File: src/rtl/uart_packet_parser_pkg.sv
`default_nettype none
// ============================================================================
// Module      : uart_packet_parser_pkg
// Description : Shared constants for the UART packet parser: number of
//               destinations, packet prefix byte, FSM state encodings and a
//               destination-to-one-hot helper.
// Revision    : 1.0 - initial release
// ============================================================================
package uart_packet_parser_pkg;

  // Number of destination FIFOs driven by valid_bus.
  localparam int N_SRC = 4;

  // Packet start-of-frame byte.
  localparam logic [7:0] SYNC_BYTE = 8'hDD;

  // Parser states. SKIP_LEN/SKIP discard a packet with a bad destination
  // while still honouring its length field.
  localparam logic [3:0] ST_IDLE     = 4'd0;
  localparam logic [3:0] ST_SRC      = 4'd1;
  localparam logic [3:0] ST_DST      = 4'd2;
  localparam logic [3:0] ST_LEN      = 4'd3;
  localparam logic [3:0] ST_DATA     = 4'd4;
  localparam logic [3:0] ST_CRC      = 4'd5;
  localparam logic [3:0] ST_DRAIN    = 4'd6;
  localparam logic [3:0] ST_SKIP_LEN = 4'd7;
  localparam logic [3:0] ST_SKIP     = 4'd8;

  // One-hot strobe for a (known good) destination index.
  function automatic logic [N_SRC-1:0] dst_onehot(input logic [7:0] dst);
    logic [N_SRC-1:0] oh;
    oh = '0;
    for (int i = 0; i < N_SRC; i++) begin
      oh[i] = (dst == 8'(i));
    end
    return oh;
  endfunction

endpackage
`default_nettype wire

File: src/rtl/uart_packet_parser_buf.sv
`default_nettype none
// ============================================================================
// Module      : uart_packet_parser_buf
// Description : Simple dual-port payload buffer, DEPTH x 8, synchronous write
//               and registered read (1-cycle read latency).
// Ports       : clk     - system clock
//               wr_en   - write strobe
//               wr_addr - write address
//               wr_data - write byte
//               rd_addr - read address (sampled every cycle)
//               rd_data - byte at rd_addr from the previous cycle
// Revision    : 1.0 - initial release
// ============================================================================
module uart_packet_parser_buf #(
  parameter int DEPTH  = 256,
  parameter int ADDR_W = 8
) (
  input  logic              clk,
  input  logic              wr_en,
  input  logic [ADDR_W-1:0] wr_addr,
  input  logic [7:0]        wr_data,
  input  logic [ADDR_W-1:0] rd_addr,
  output logic [7:0]        rd_data
);

  logic [7:0] mem_q [DEPTH];
  logic [7:0] rd_data_q;

  // No reset: contents are don't-care after reset and the read register is
  // never observed outside DRAIN.
  always_ff @(posedge clk) begin
    if (wr_en) begin
      mem_q[wr_addr] <= wr_data;
    end
    rd_data_q <= mem_q[rd_addr];
  end

  assign rd_data = rd_data_q;

endmodule
`default_nettype wire

File: src/rtl/uart_packet_parser.sv
`default_nettype none
// ============================================================================
// Module      : uart_packet_parser
// Description : Frames DD|src|dst|len|payload|crc packets from the UART byte
//               stream and strobes each payload byte to one destination.
//               CRC is the 8-bit sum of the payload bytes.
// Build macro : PARSER_CRC_CHECK_EN - store-and-forward: payload is buffered
//               and only released (DRAIN) after a good CRC. Undefined:
//               cut-through delivery, no buffer, overrun tied low.
// Ports       : clk, n_rst (async active-low)
//               rx_data/rx_valid  - received byte stream
//               master_data       - payload byte to destinations
//               valid_bus         - one-hot destination strobe
//               src_addr          - src byte of the latest packet
//               pkt_done, crc_err, dst_err, timeout_err, overrun - pulses
//               busy              - parser not in IDLE
// Revision    : 1.0 - initial release
// ============================================================================
module uart_packet_parser
  import uart_packet_parser_pkg::*;
#(
  parameter int TIMEOUT_CYC = 48000,
  parameter int BUF_DEPTH   = 256
) (
  input  logic             clk,
  input  logic             n_rst,
  input  logic [7:0]       rx_data,
  input  logic             rx_valid,
  output logic [7:0]       master_data,
  output logic [N_SRC-1:0] valid_bus,
  output logic [7:0]       src_addr,
  output logic             pkt_done,
  output logic             crc_err,
  output logic             dst_err,
  output logic             timeout_err,
  output logic             overrun,
  output logic             busy
);

  if (BUF_DEPTH < 256) begin : g_depth_check
    $error("BUF_DEPTH must be at least 256");
  end

  logic [3:0]       state_q, state_d;
  logic [7:0]       src_q, src_d;
  logic [7:0]       dst_q, dst_d;
  logic [7:0]       len_q, len_d;
  logic [7:0]       cnt_q, cnt_d;
  logic [7:0]       crc_q, crc_d;
  logic [15:0]      tmo_q, tmo_d;
  logic [7:0]       md_q, md_d;
  logic [N_SRC-1:0] vb_q, vb_d;
  logic             pkt_done_q, pkt_done_d;
  logic             crc_err_q, crc_err_d;
  logic             dst_err_q, dst_err_d;
  logic             tmo_err_q, tmo_err_d;
  logic             tmo_run;

`ifdef PARSER_CRC_CHECK_EN
  localparam int ADDR_W = $clog2(BUF_DEPTH);

  logic              overrun_q, overrun_d;
  logic              buf_wr_en;
  logic [ADDR_W-1:0] buf_wr_addr;
  logic [ADDR_W-1:0] buf_rd_addr;
  logic [7:0]        buf_rd_data;

  // Read address runs one ahead of the drain counter so that the byte for
  // counter value k is already in the read register when DRAIN reaches k.
  assign buf_wr_addr = ADDR_W'(cnt_q);
  assign buf_rd_addr = (state_q == ST_DRAIN) ? ADDR_W'(cnt_q + 8'd1) : '0;

  uart_packet_parser_buf #(
    .DEPTH  (BUF_DEPTH),
    .ADDR_W (ADDR_W)
  ) u_parser_buf (
    .clk     (clk),
    .wr_en   (buf_wr_en),
    .wr_addr (buf_wr_addr),
    .wr_data (rx_data),
    .rd_addr (buf_rd_addr),
    .rd_data (buf_rd_data)
  );
`endif

  // Inter-byte timer is frozen in IDLE and while draining the buffer.
  assign tmo_run = (state_q != ST_IDLE) && (state_q != ST_DRAIN);

  always_comb begin
    state_d    = state_q;
    src_d      = src_q;
    dst_d      = dst_q;
    len_d      = len_q;
    cnt_d      = cnt_q;
    crc_d      = crc_q;
    md_d       = md_q;
    vb_d       = '0;
    pkt_done_d = 1'b0;
    crc_err_d  = 1'b0;
    dst_err_d  = 1'b0;
    tmo_err_d  = 1'b0;
    tmo_d      = (tmo_run && !rx_valid) ? tmo_q + 16'd1 : 16'd0;
`ifdef PARSER_CRC_CHECK_EN
    overrun_d  = 1'b0;
    buf_wr_en  = 1'b0;
`endif

    case (state_q)
      ST_IDLE: begin
        if (rx_valid && (rx_data == SYNC_BYTE)) state_d = ST_SRC;
      end
      ST_SRC: begin
        if (rx_valid) begin
          src_d   = rx_data;
          state_d = ST_DST;
        end
      end
      ST_DST: begin
        if (rx_valid) begin
          dst_d = rx_data;
          if (rx_data >= 8'(N_SRC)) begin
            dst_err_d = 1'b1;
            state_d   = ST_SKIP_LEN;
          end else begin
            state_d = ST_LEN;
          end
        end
      end
      ST_LEN: begin
        if (rx_valid) begin
          len_d   = rx_data;
          crc_d   = 8'd0;
          cnt_d   = 8'd0;
          state_d = (rx_data == 8'd0) ? ST_CRC : ST_DATA;
        end
      end
      ST_DATA: begin
        if (rx_valid) begin
          crc_d = crc_q + rx_data;
          cnt_d = cnt_q + 8'd1;
`ifdef PARSER_CRC_CHECK_EN
          buf_wr_en = 1'b1;
`else
          md_d = rx_data;
          vb_d = dst_onehot(dst_q);
`endif
          if ((cnt_q + 8'd1) == len_q) state_d = ST_CRC;
        end
      end
      ST_CRC: begin
        if (rx_valid) begin
          state_d = ST_IDLE;
          if (rx_data == crc_q) begin
`ifdef PARSER_CRC_CHECK_EN
            cnt_d = 8'd0;
            if (len_q == 8'd0) pkt_done_d = 1'b1;
            else               state_d    = ST_DRAIN;
`else
            pkt_done_d = 1'b1;
`endif
          end else begin
            crc_err_d = 1'b1;
          end
        end
      end
`ifdef PARSER_CRC_CHECK_EN
      ST_DRAIN: begin
        overrun_d = rx_valid;
        // One extra cycle after the last byte carries pkt_done.
        if (cnt_q == len_q) begin
          pkt_done_d = 1'b1;
          state_d    = ST_IDLE;
        end else begin
          md_d  = buf_rd_data;
          vb_d  = dst_onehot(dst_q);
          cnt_d = cnt_q + 8'd1;
        end
      end
`endif
      ST_SKIP_LEN: begin
        if (rx_valid) begin
          len_d   = rx_data;
          cnt_d   = 8'd0;
          state_d = ST_SKIP;
        end
      end
      ST_SKIP: begin
        // Swallows len payload bytes plus the CRC byte.
        if (rx_valid) begin
          if (cnt_q == len_q) state_d = ST_IDLE;
          else                cnt_d   = cnt_q + 8'd1;
        end
      end
      default: state_d = ST_IDLE;
    endcase

    if (tmo_run && !rx_valid && (tmo_q == 16'(TIMEOUT_CYC - 1))) begin
      tmo_err_d = 1'b1;
      tmo_d     = 16'd0;
      state_d   = ST_IDLE;
    end
  end

  always_ff @(posedge clk or negedge n_rst) begin
    if (!n_rst) begin
      state_q    <= ST_IDLE;
      src_q      <= 8'd0;
      dst_q      <= 8'd0;
      len_q      <= 8'd0;
      cnt_q      <= 8'd0;
      crc_q      <= 8'd0;
      tmo_q      <= 16'd0;
      md_q       <= 8'd0;
      vb_q       <= '0;
      pkt_done_q <= 1'b0;
      crc_err_q  <= 1'b0;
      dst_err_q  <= 1'b0;
      tmo_err_q  <= 1'b0;
    end else begin
      state_q    <= state_d;
      src_q      <= src_d;
      dst_q      <= dst_d;
      len_q      <= len_d;
      cnt_q      <= cnt_d;
      crc_q      <= crc_d;
      tmo_q      <= tmo_d;
      md_q       <= md_d;
      vb_q       <= vb_d;
      pkt_done_q <= pkt_done_d;
      crc_err_q  <= crc_err_d;
      dst_err_q  <= dst_err_d;
      tmo_err_q  <= tmo_err_d;
    end
  end

`ifdef PARSER_CRC_CHECK_EN
  always_ff @(posedge clk or negedge n_rst) begin
    if (!n_rst) overrun_q <= 1'b0;
    else        overrun_q <= overrun_d;
  end
  assign overrun = overrun_q;
`else
  assign overrun = 1'b0;
`endif

  assign master_data = md_q;
  assign valid_bus   = vb_q;
  assign src_addr    = src_q;
  assign pkt_done    = pkt_done_q;
  assign crc_err     = crc_err_q;
  assign dst_err     = dst_err_q;
  assign timeout_err = tmo_err_q;
  assign busy        = (state_q != ST_IDLE);

endmodule
`default_nettype wire

File: config.mk
export PLATFORM = sky130hd
export DESIGN_NAME = uart_packet_parser
export DESIGN_NICKNAME = d
export VERILOG_FILES = /design/src/rtl/uart_packet_parser_pkg.sv /design/src/rtl/uart_packet_parser_buf.sv /design/src/rtl/uart_packet_parser.sv
export SDC_FILE = /design/constraint.sdc
export NUM_CORES = 1
export LEC_CHECK = 0
export BUFFER_PORTS_ARGS = -buffer_cell sky130_fd_sc_hd__buf_2
export CORE_MARGIN = 1
export CORE_UTILIZATION = 60
export DETAILED_ROUTE_END_ITERATION = 12
export PLACE_DENSITY = 0.89
export SLEW_MARGIN = 25
export SYNTH_ARGS = -nofsm -noshare
export SYNTH_HDL_FRONTEND = slang
export SYNTH_SLANG_ARGS = --single-unit
File: constraint.sdc
create_clock -name clk -period 3.2 [get_ports clk]
set_clock_uncertainty 0.15 [all_clocks]
set_input_delay 0.64 -clock clk [delete_from_list [all_inputs] [get_ports clk]]
set_output_delay 0.64 -clock clk [all_outputs]
set_load 0.05 [all_outputs]
==> key figures, run 1 <==
Setup path
  • Reg2reg path depth: 7
  • CP startpoint kind: flop
  • Reg2reg end: cnt_q[5]
  • CP Capture Type: output port
  • Crit path DAT: 1.65 ns
  • Worst Path Required: 2.41 ns
  • Top Family by Delay on Critical Path: simple AND/OR/NAND/NOR gates
  • CP max stage delay: 0.51 ns
  • Reg2reg start: cnt_q[4]
  • Buf+Inv Stages, Crit Path: 1
  • Crit-path slowest cell: dfrtp_1
  • Critical path depth: 3
  • Critical setup path kind: reg2out
  • FF-to-FF setup slack: about 0.78 ns
  • Max FO, Critical Path: 12
  • Crit-path cells: nor2_1 > nand2_1 > buf_2

Route
  • Router iterations before antenna repair: 5
  • Post-route ant nets: 0
  • Max Used Layer: met4
  • Wirelength per Cell: ~17 µm
  • DRC: 0
  • Iter 0 DRT Violations: 186
  • Wire length on met1: around 3600 µm
  • DRT Wirelength: slightly above 8000 µm
  • Vias: 2902
  • Routed length on met2: about 4000 µm
  • Metal3 WL: 469 µm
  • Vias/cell: a little over 6

Synth
  • Sequential area share after synthesis: between 40 and 50%
  • Top FF cell, synth: dfrtp_1
  • Synth Instances: ~370
  • Number of synthesized register bits: 76
  • Ys Warns: 0
  • Syn_area_per_cell: about 11 µm²
  • Number of synthesized flops with an enable pin: 0
  • Count of different cell masters after synthesis: 50
  • Async S/R FF share, synth: 100%
  • Syn Nets: between 300 and 400
  • Post-Syn Area: 0.00388 mm²

Place
  • Detailed Place HPWL: about 5400 µm
  • Placed insts: roughly 460
  • Routability cong.: roughly 0.86
  • Placed cell areas: 0.00409 mm²
  • Number of port buffers: 35

Floorplan
  • Die area: ~0.0068 mm²
  • Die X: just over 80 µm
  • I/O pin count: 37
  • Initial core utilization: about 64%
  • Row Count: 28
  • DIE HEIGHT: about 82 µm
  • Core Box Area: approximately 0.006 mm²

Job
  • Max cap viols: 0

Global routing
  • Initial antenna violation count: 0
  • GRT Resource Usage Total: between 20% and 30%
  • Largest net degree at the start of global routing: 77
  • First-pass GRT wire length: about 13000 µm
  • Gr ovfl total: 0
  • Vias in the first global route: between 2000 and 3000

Layout
  • Filler instances: 425
  • Reg area: 0.00190 mm²
  • # nets final: 419
  • Layout area overhead: 10.6%
  • Area of the multi-input gates: between 0.0015 and 0.002 mm²
  • N_diodes: 0
  • Fraction of layout cells with a size suffix above 1: between 20 and 25%
  • Non-filler instance count after layout: between 400 and 500
  • Design Area, Final: between 0.004 and 0.005 mm²

Timing
  • Crit share post-route: between 70% and 80%
  • Worst-Margin Slew: 0.668 ns
  • Max-slew violation count: 0
  • Maximum clock frequency: around 410 MHz
  • RSZ-0062 raised after global routing: no
  • Min Clock Period, post-route: 2.44 ns
  • Setup violations, final: 0
  • Setup_tns: 0 ns
  • Relative slew slack: between 50% and 60%
  • Final count of hold timing violations: 0

CTS
  • CTS tree: done
  • Latest clock arrival within the worst-skew pair: about 0.36 ns
  • Clk slew on worst S/H paths: roughly 0.10 ns
  • Sink Count: 76
  • Gates resized, CTS repair: 0
  • Number of H-tree levels: 3
  • Root Driver: clkbuf_8
  • Cts hold-fix bufs: 0
  • TritonCTS Buffers: 9
  • Post-CTS setup buffers: 0
  • Clock Tree Buf Depth: 2

Power
  • Power Dens Cells: about 940 mW/mm²
  • Peak VDD IR: ~0.00074 V
  • Leak: 1.97 nW

Hold path
  • Worst hold-check path type: in2async

Run status
  • Outcome: complete, no violations
==> layout by cell type, fill, tap and decap left out, types with 3 or more instances in the layout <==
| cell type | count |
|---|---|
| nand3b_1 | 4 |
| xor2_1 | 17 |
| o211ai_1 | 3 |
| nor2b_1 | 6 |
| and3_1 | 4 |
| inv_1 | 8 |
| buf_2 | 34 |
| clkbuf_8 | 9 |
| nand2_1 | 25 |
| nand2b_1 | 6 |
| nor4_1 | 3 |
| and2_1 | 3 |
| dfrtp_1 | 76 |
| nor2_1 | 39 |
| nand4b_1 | 3 |
| o21a_1 | 7 |
| nor3_1 | 12 |
| xnor2_1 | 12 |
| nand4_1 | 5 |
| mux2i_1 | 4 |
| ha_1 | 9 |
| a21oi_1 | 10 |
| o21ai_0 | 11 |
| or3_1 | 3 |
| nand3_1 | 11 |
| a21o_1 | 4 |
| mux2_2 | 32 |
| a22o_1 | 7 |
==> layout make-up <==
type / count / share of cell area [%]
inverter: 8 / 0.700
multi-input combinational: 266 / 43.7
clock buffer: 9 / 2.89
timing repair buffer: 37 / 4.58
sequential: 76 / 44.4
clock inverter: 7 / 1.60
tap: 75 / 2.19
==> metal layers <==
metal / track usage [%] / vias to the layer above
li1: - / 1357
met1: 34.8 / 1414
met2: 42.6 / 107
met3: 6.81 / 24
met4: 10.0 / 0
met5: 0 / -
==> where the power goes <==
part           leakage, nW  total (mW)  switching [mW]  internal, mW
registers            0.981        1.56           0.293          1.27
clock network       0.0911       0.716           0.416         0.300
logic                0.900        1.78            1.09         0.688
==> sequential cells by signal, indices dropped and copies added (netlist names) <==
signal / flops
dst_err: 1
pkt_done: 1
crc_q: 8
src_addr: 8
dst_q: 8
tmo_q: 16
crc_err: 1
master_data: 8
timeout_err: 1
cnt_q: 8
len_q: 8
state_q: 4
valid_bus: 4
==> through the flow <==
step / total power, mW / util, % / hold WS, ns / setup slack [ns]
final: 4.05 / 70.7 / 0.148 / 0.760
after floorplan: 2.91 / - / 0.194 / 0.868
after CTS: 4.05 / 70.7 / 0.309 / 0.760
after detailed placement: 3.32 / 67.5 / 0.337 / 0.596
after global routing: 4.30 / 70.7 / 0.200 / 0.487
after global placement: 3.23 / 67.5 / 0.315 / 0.641
==> worst max path at each step <==
stage / to / slack, ns / from
6_report: busy / 0.76 / state_q[1]
5_1_grt: cnt_q[5] / 0.49 / cnt_q[4]
4_1_cts: cnt_q[4] / 0.76 / cnt_q[4]
3_5_place_dp: crc_q[6] / 0.60 / rx_data[0]
3_3_place_gp: crc_q[6] / 0.64 / rx_data[0]
2_1_floorplan: crc_q[6] / 0.87 / rx_data[0]
==> cell families (layout without fill, tap and decap cells) <==
group	Yosys count	in the layout	share of synthesized area (%)
and+or+nand+nor	133	133	17.3
xor gates and xnor gates	29	29	6.55
adders and majority gates	10	10	3.42
other	1	1	0.0967
DFF	76	76	49.0
AOI/OAI and AO/OA	57	57	10.6
buffers and inverters	24	61	2.65
muxes	36	36	10.3
==> Yosys cell counts, drive strengths merged (2+ instances only) <==
master / number / area (µm²)
a21oi: 10 / 50.1
buf: 8 / 42.5
a21o: 4 / 30.0
nand2b: 6 / 37.5
ha: 9 / 113
nand4: 5 / 31.3
or2: 2 / 12.5
nor4: 3 / 18.8
dfrtp: 76 / 1900
nor3: 12 / 60.1
mux2i: 4 / 40.0
a22o: 7 / 61.3
a31oi: 2 / 12.5
xor2: 17 / 149
nor4b: 2 / 17.5
nor2b: 6 / 37.5
nor2: 39 / 146
clkbuf: 8 / 30.0
nand2: 25 / 93.8
or3: 3 / 18.8
and2: 3 / 18.8
nand4b: 3 / 26.3
nand3: 11 / 55.1
o21ai: 12 / 60.1
o21a: 7 / 52.6
o311ai: 2 / 32.5
and3: 4 / 25.0
mux2: 32 / 360
nand3b: 4 / 30.0
xnor2: 12 / 105
inv: 8 / 30.0
o22a: 2 / 17.5
o211ai: 3 / 22.5
No activity file was read; power rests on OpenSTA's default activity.
==> run 2, diff against run 1 <==
- CORE_UTILIZATION: 60 -> 53
- PLACE_DENSITY: 0.89 -> 0.83
- clock period: 3.2 -> 2 ns (I/O delays scaled with it)
==> run 2 against run 1 <==
  * The run now ends with negative setup slack left
  * Global-route usage is 1.2 points higher
  * Sequential power is 59% higher
  * Non-clock buffer count up 61
  * Sequential cell count unchanged
  * Clock power is 100% higher
  * Cell count up 17%
==> key figures, run 2 (synthesis gave the netlist of run 1 again) <==
Setup path
  • Critical setup path kind: reg2reg (was reg2out)
  • Max FO, Critical Path: 4 (was 12)
  • CP Capture Type: flop (was output port)
  • Crit-path cells: ha_4 > xnor2_1 > nand3_1 > o311ai_4 > o311ai_4 > o221a_1 (was nor2_1 > nand2_1 > buf_2)
  • Critical Path End: state_q[1] (was busy)
  • Crit-path slowest cell: dfrtp_2 (was dfrtp_1)
  • Buf+Inv Stages, Crit Path: 0 (was 1)
  • Top Family by Delay on Critical Path: compound AO/OA/AOI/OAI gates (was simple AND/OR/NAND/NOR gates)
  • Worst path most repeated cell: o311ai_4
  • Reg2reg path depth: 6 (was 7)
  • CP startpoint kind: flop (unchanged)
  • CP max stage delay: 0.46 ns (was 0.51 ns)
  • Crit path DAT: 2.25 ns (was 1.65 ns)
  • Worst Path Required: 2.10 ns (was 2.41 ns)
  • Reg2reg end: state_q[1] (was cnt_q[5])
  • Setup crit start: cnt_q[0] (was state_q[1])
  • FF-to-FF setup slack: -0.15 ns (was 0.78 ns)
  • Reg2reg start: cnt_q[0] (was cnt_q[4])
  • Critical path depth: 6 (was 3)

CTS
  • Root Driver: clkbuf_8 (unchanged)
  • Clock Tree Buf Depth: 2 (unchanged)
  • CTS tree: done (unchanged)
  • Clk slew on worst S/H paths: 0.08 ns (was 0.10 ns)
  • Number of H-tree levels: 3 (unchanged)
  • Sink Count: 76 (unchanged)
  • Latest clock arrival within the worst-skew pair: 0.36 ns (about the same)
  • TritonCTS Buffers: 9 (unchanged)

Layout
  • # nets final: 480 (was 419)
  • Filler instances: 440 (was 425)
  • Design Area, Final: 0.00504 mm² (was 0.00429 mm²)
  • N_diodes: 0 (unchanged)
  • Reg with most FFs: tmo_q (unchanged)
  • Area of the multi-input gates: 0.00203 mm² (was 0.00187 mm²)
  • Layout area overhead: 30.1% (was 10.6%)
  • Most frequent cells in the layout: 68 x dfrtp_1, 55 x buf_4, 36 x nor2_1, 33 x buf_2, 32 x mux2_2 (was 76 x dfrtp_1, 39 x nor2_1, 34 x buf_2, 32 x mux2_2, 25 x nand2_1)
  • Reg area: 0.00191 mm² (was 0.00190 mm²)
  • Max reg flops: 16 (unchanged)
  • Fraction of layout cells with a size suffix above 1: 39.0% (was 22.3%)
  • Commonest non-fill, non-tap cell in the layout: dfrtp_1 (unchanged)

Route
  • Router iterations before antenna repair: 4 (was 5)
  • Vias: 3228 (was 2902)
  • DRC: 0 (unchanged)
  • DRT Wirelength: 10100 µm (was 8180 µm)
  • Vias/cell: 5.76 (was 6.07)
  • Post-route ant nets: 0 (unchanged)
  • Iter 0 DRT Violations: 217 (was 186)
  • Wirelength per Cell: 18.0 µm (was 17.1 µm)

Place
  • Placed cell areas: 0.00455 mm² (was 0.00409 mm²)
  • Routability cong.: 0.895 (was 0.859)
  • Detailed Place HPWL: 6510 µm (was 5380 µm)
  • Number of port buffers: 35 (unchanged)

Run status
  • Outcome: finished, violations left (was complete, no violations)
  • Failing checks: negative setup slack

Floorplan
  • Row Count: 30 (was 28)
  • DIE HEIGHT: 87.5 µm (was 82.4 µm)
  • Core Box Area: 0.00694 mm² (was 0.00606 mm²)
  • I/O pin count: 37 (unchanged)
  • Initial core utilization: 55.8% (was 64.0%)
  • Die X: 87.5 µm (was 82.4 µm)
  • Die area: 0.00766 mm² (was 0.00679 mm²)

Hold path
  • Worst hold-check path type: in2reg (was in2async)
  • Hold path startpoint: rx_data[4]
  • Hold Path Depth: 3

Timing
  • Crit share post-route: 107%
  • Maximum clock frequency: about 470 MHz
  • RSZ-0062 raised after global routing: yes (was no)
  • Setup violations, final: 12 (was 0)
  • Max-slew violation count: 0 (unchanged)
  • Final count of hold timing violations: 0 (unchanged)
  • Setup ws final: -0.150 ns (was 0.760 ns)
  • Min Clock Period, post-route: ~2.1 ns

Power
  • Sw Share: 41.1% (was 44.3%)
  • Comb pwr share: 49.5% (was 43.8%)
  • Clk network pwr share: 18.6% (was 17.7%)
  • Peak VDD IR: 0.00136 V (was 0.000741 V)
  • Power, Total: 7.78 mW (was 4.05 mW)
  • Power Dens Cells: 1540 mW/mm² (was 945 mW/mm²)
  • Internal power: 4.59 mW (was 2.26 mW)
  • Sequential Power Share: 31.8% (was 38.5%)
  • Leak: 2.33 nW (was 1.97 nW)
  • Psw: 3.19 mW (was 1.80 mW)

Global routing
  • Initial antenna violation count: 0 (unchanged)
  • First-pass GRT wire length: 15800 µm (was 13300 µm)
  • GRT Resource Usage Total: 27.8% (was 26.6%)
  • Largest net degree at the start of global routing: 45 (was 77)
  • Vias in the first global route: 3197 (was 2769)
  • Gr ovfl total: 0 (unchanged)

Job
  • Max cap viols: 0 (unchanged)
## run 2: changes by cell type in the layout (fill, tap and decap cells not counted), moves of 6 or more
cell,delta
buf_4,+53
dfrtp_1,-8
dfrtp_2,+8
buf_6,+6
## run 2: what timing repair did
action                     4_1_cts  5_1_grt
pin swaps                       12       10
setup buffers                    5        2
hold buffers                     1        0
cloned                           0        1
setup endpoints to repair       12       38
hold endpoints to repair        32        0
gates resized for setup         18       24
## run 2: final cells by class
type	instances	share of cell area [%]
multi-input cells	266	40.2
flip-flops and latches	76	37.9
repair buffers	98	14.0
clock buffers	10	2.73
well taps	96	2.38
clock inverters	6	2.21
inverters	8	0.595
## run 2: routing by layer
metal / track usage [%] / wire length (µm) / vias to the layer above
li1: - / - / 1489
met1: 34.2 / 4200 / 1582
met2: 46.7 / 4960 / 129
met3: 7.35 / 559 / 28
met4: 11.0 / 333 / 0
met5: 0 / 0 / -
## run 2: metrics by stage
step | worst slack, ns | util, % | cells | setup TNS [ns] | hold WS (ns)
after detailed placement | -0.242 | 65.5 | 535 | -1.36 | 0.229
final | -0.150 | 72.6 | 560 | -0.831 | 0.298
after floorplan | -0.00610 | - | 366 | -0.00610 | -0.0456
after CTS | -0.120 | 71.0 | 557 | -0.309 | 0.272
after global routing | -0.227 | 72.6 | 560 | -2.03 | 0.273
after global placement | -0.140 | 65.5 | 535 | -0.765 | 0.219
## run 2: tightest hold or removal path, stage by stage
cell,delay [ns]
buf_2,0.11
buf_4,0.13
mux2_2,0.14
## run 2: power groups by stage
stage | clock network [mW] | registers, mW | logic (mW)
2_1_floorplan | 0 | 2.94 | 1.74
3_3_place_gp | 0 | 2.40 | 3.25
3_5_place_dp | 0 | 2.43 | 3.38
4_1_cts | 1.46 | 2.43 | 3.60
5_1_grt | 1.53 | 2.53 | 4.09
6_report | 1.45 | 2.48 | 3.85
## run 2: worst min path at each step
stage                     endpoint  slack [ns]
floorplan                 cnt_q[0]       -0.05
global placement          cnt_q[4]        0.22
detailed placement        cnt_q[4]        0.23
CTS                 master_data[6]        0.27
global route           src_addr[6]        0.27
finish              master_data[4]        0.30
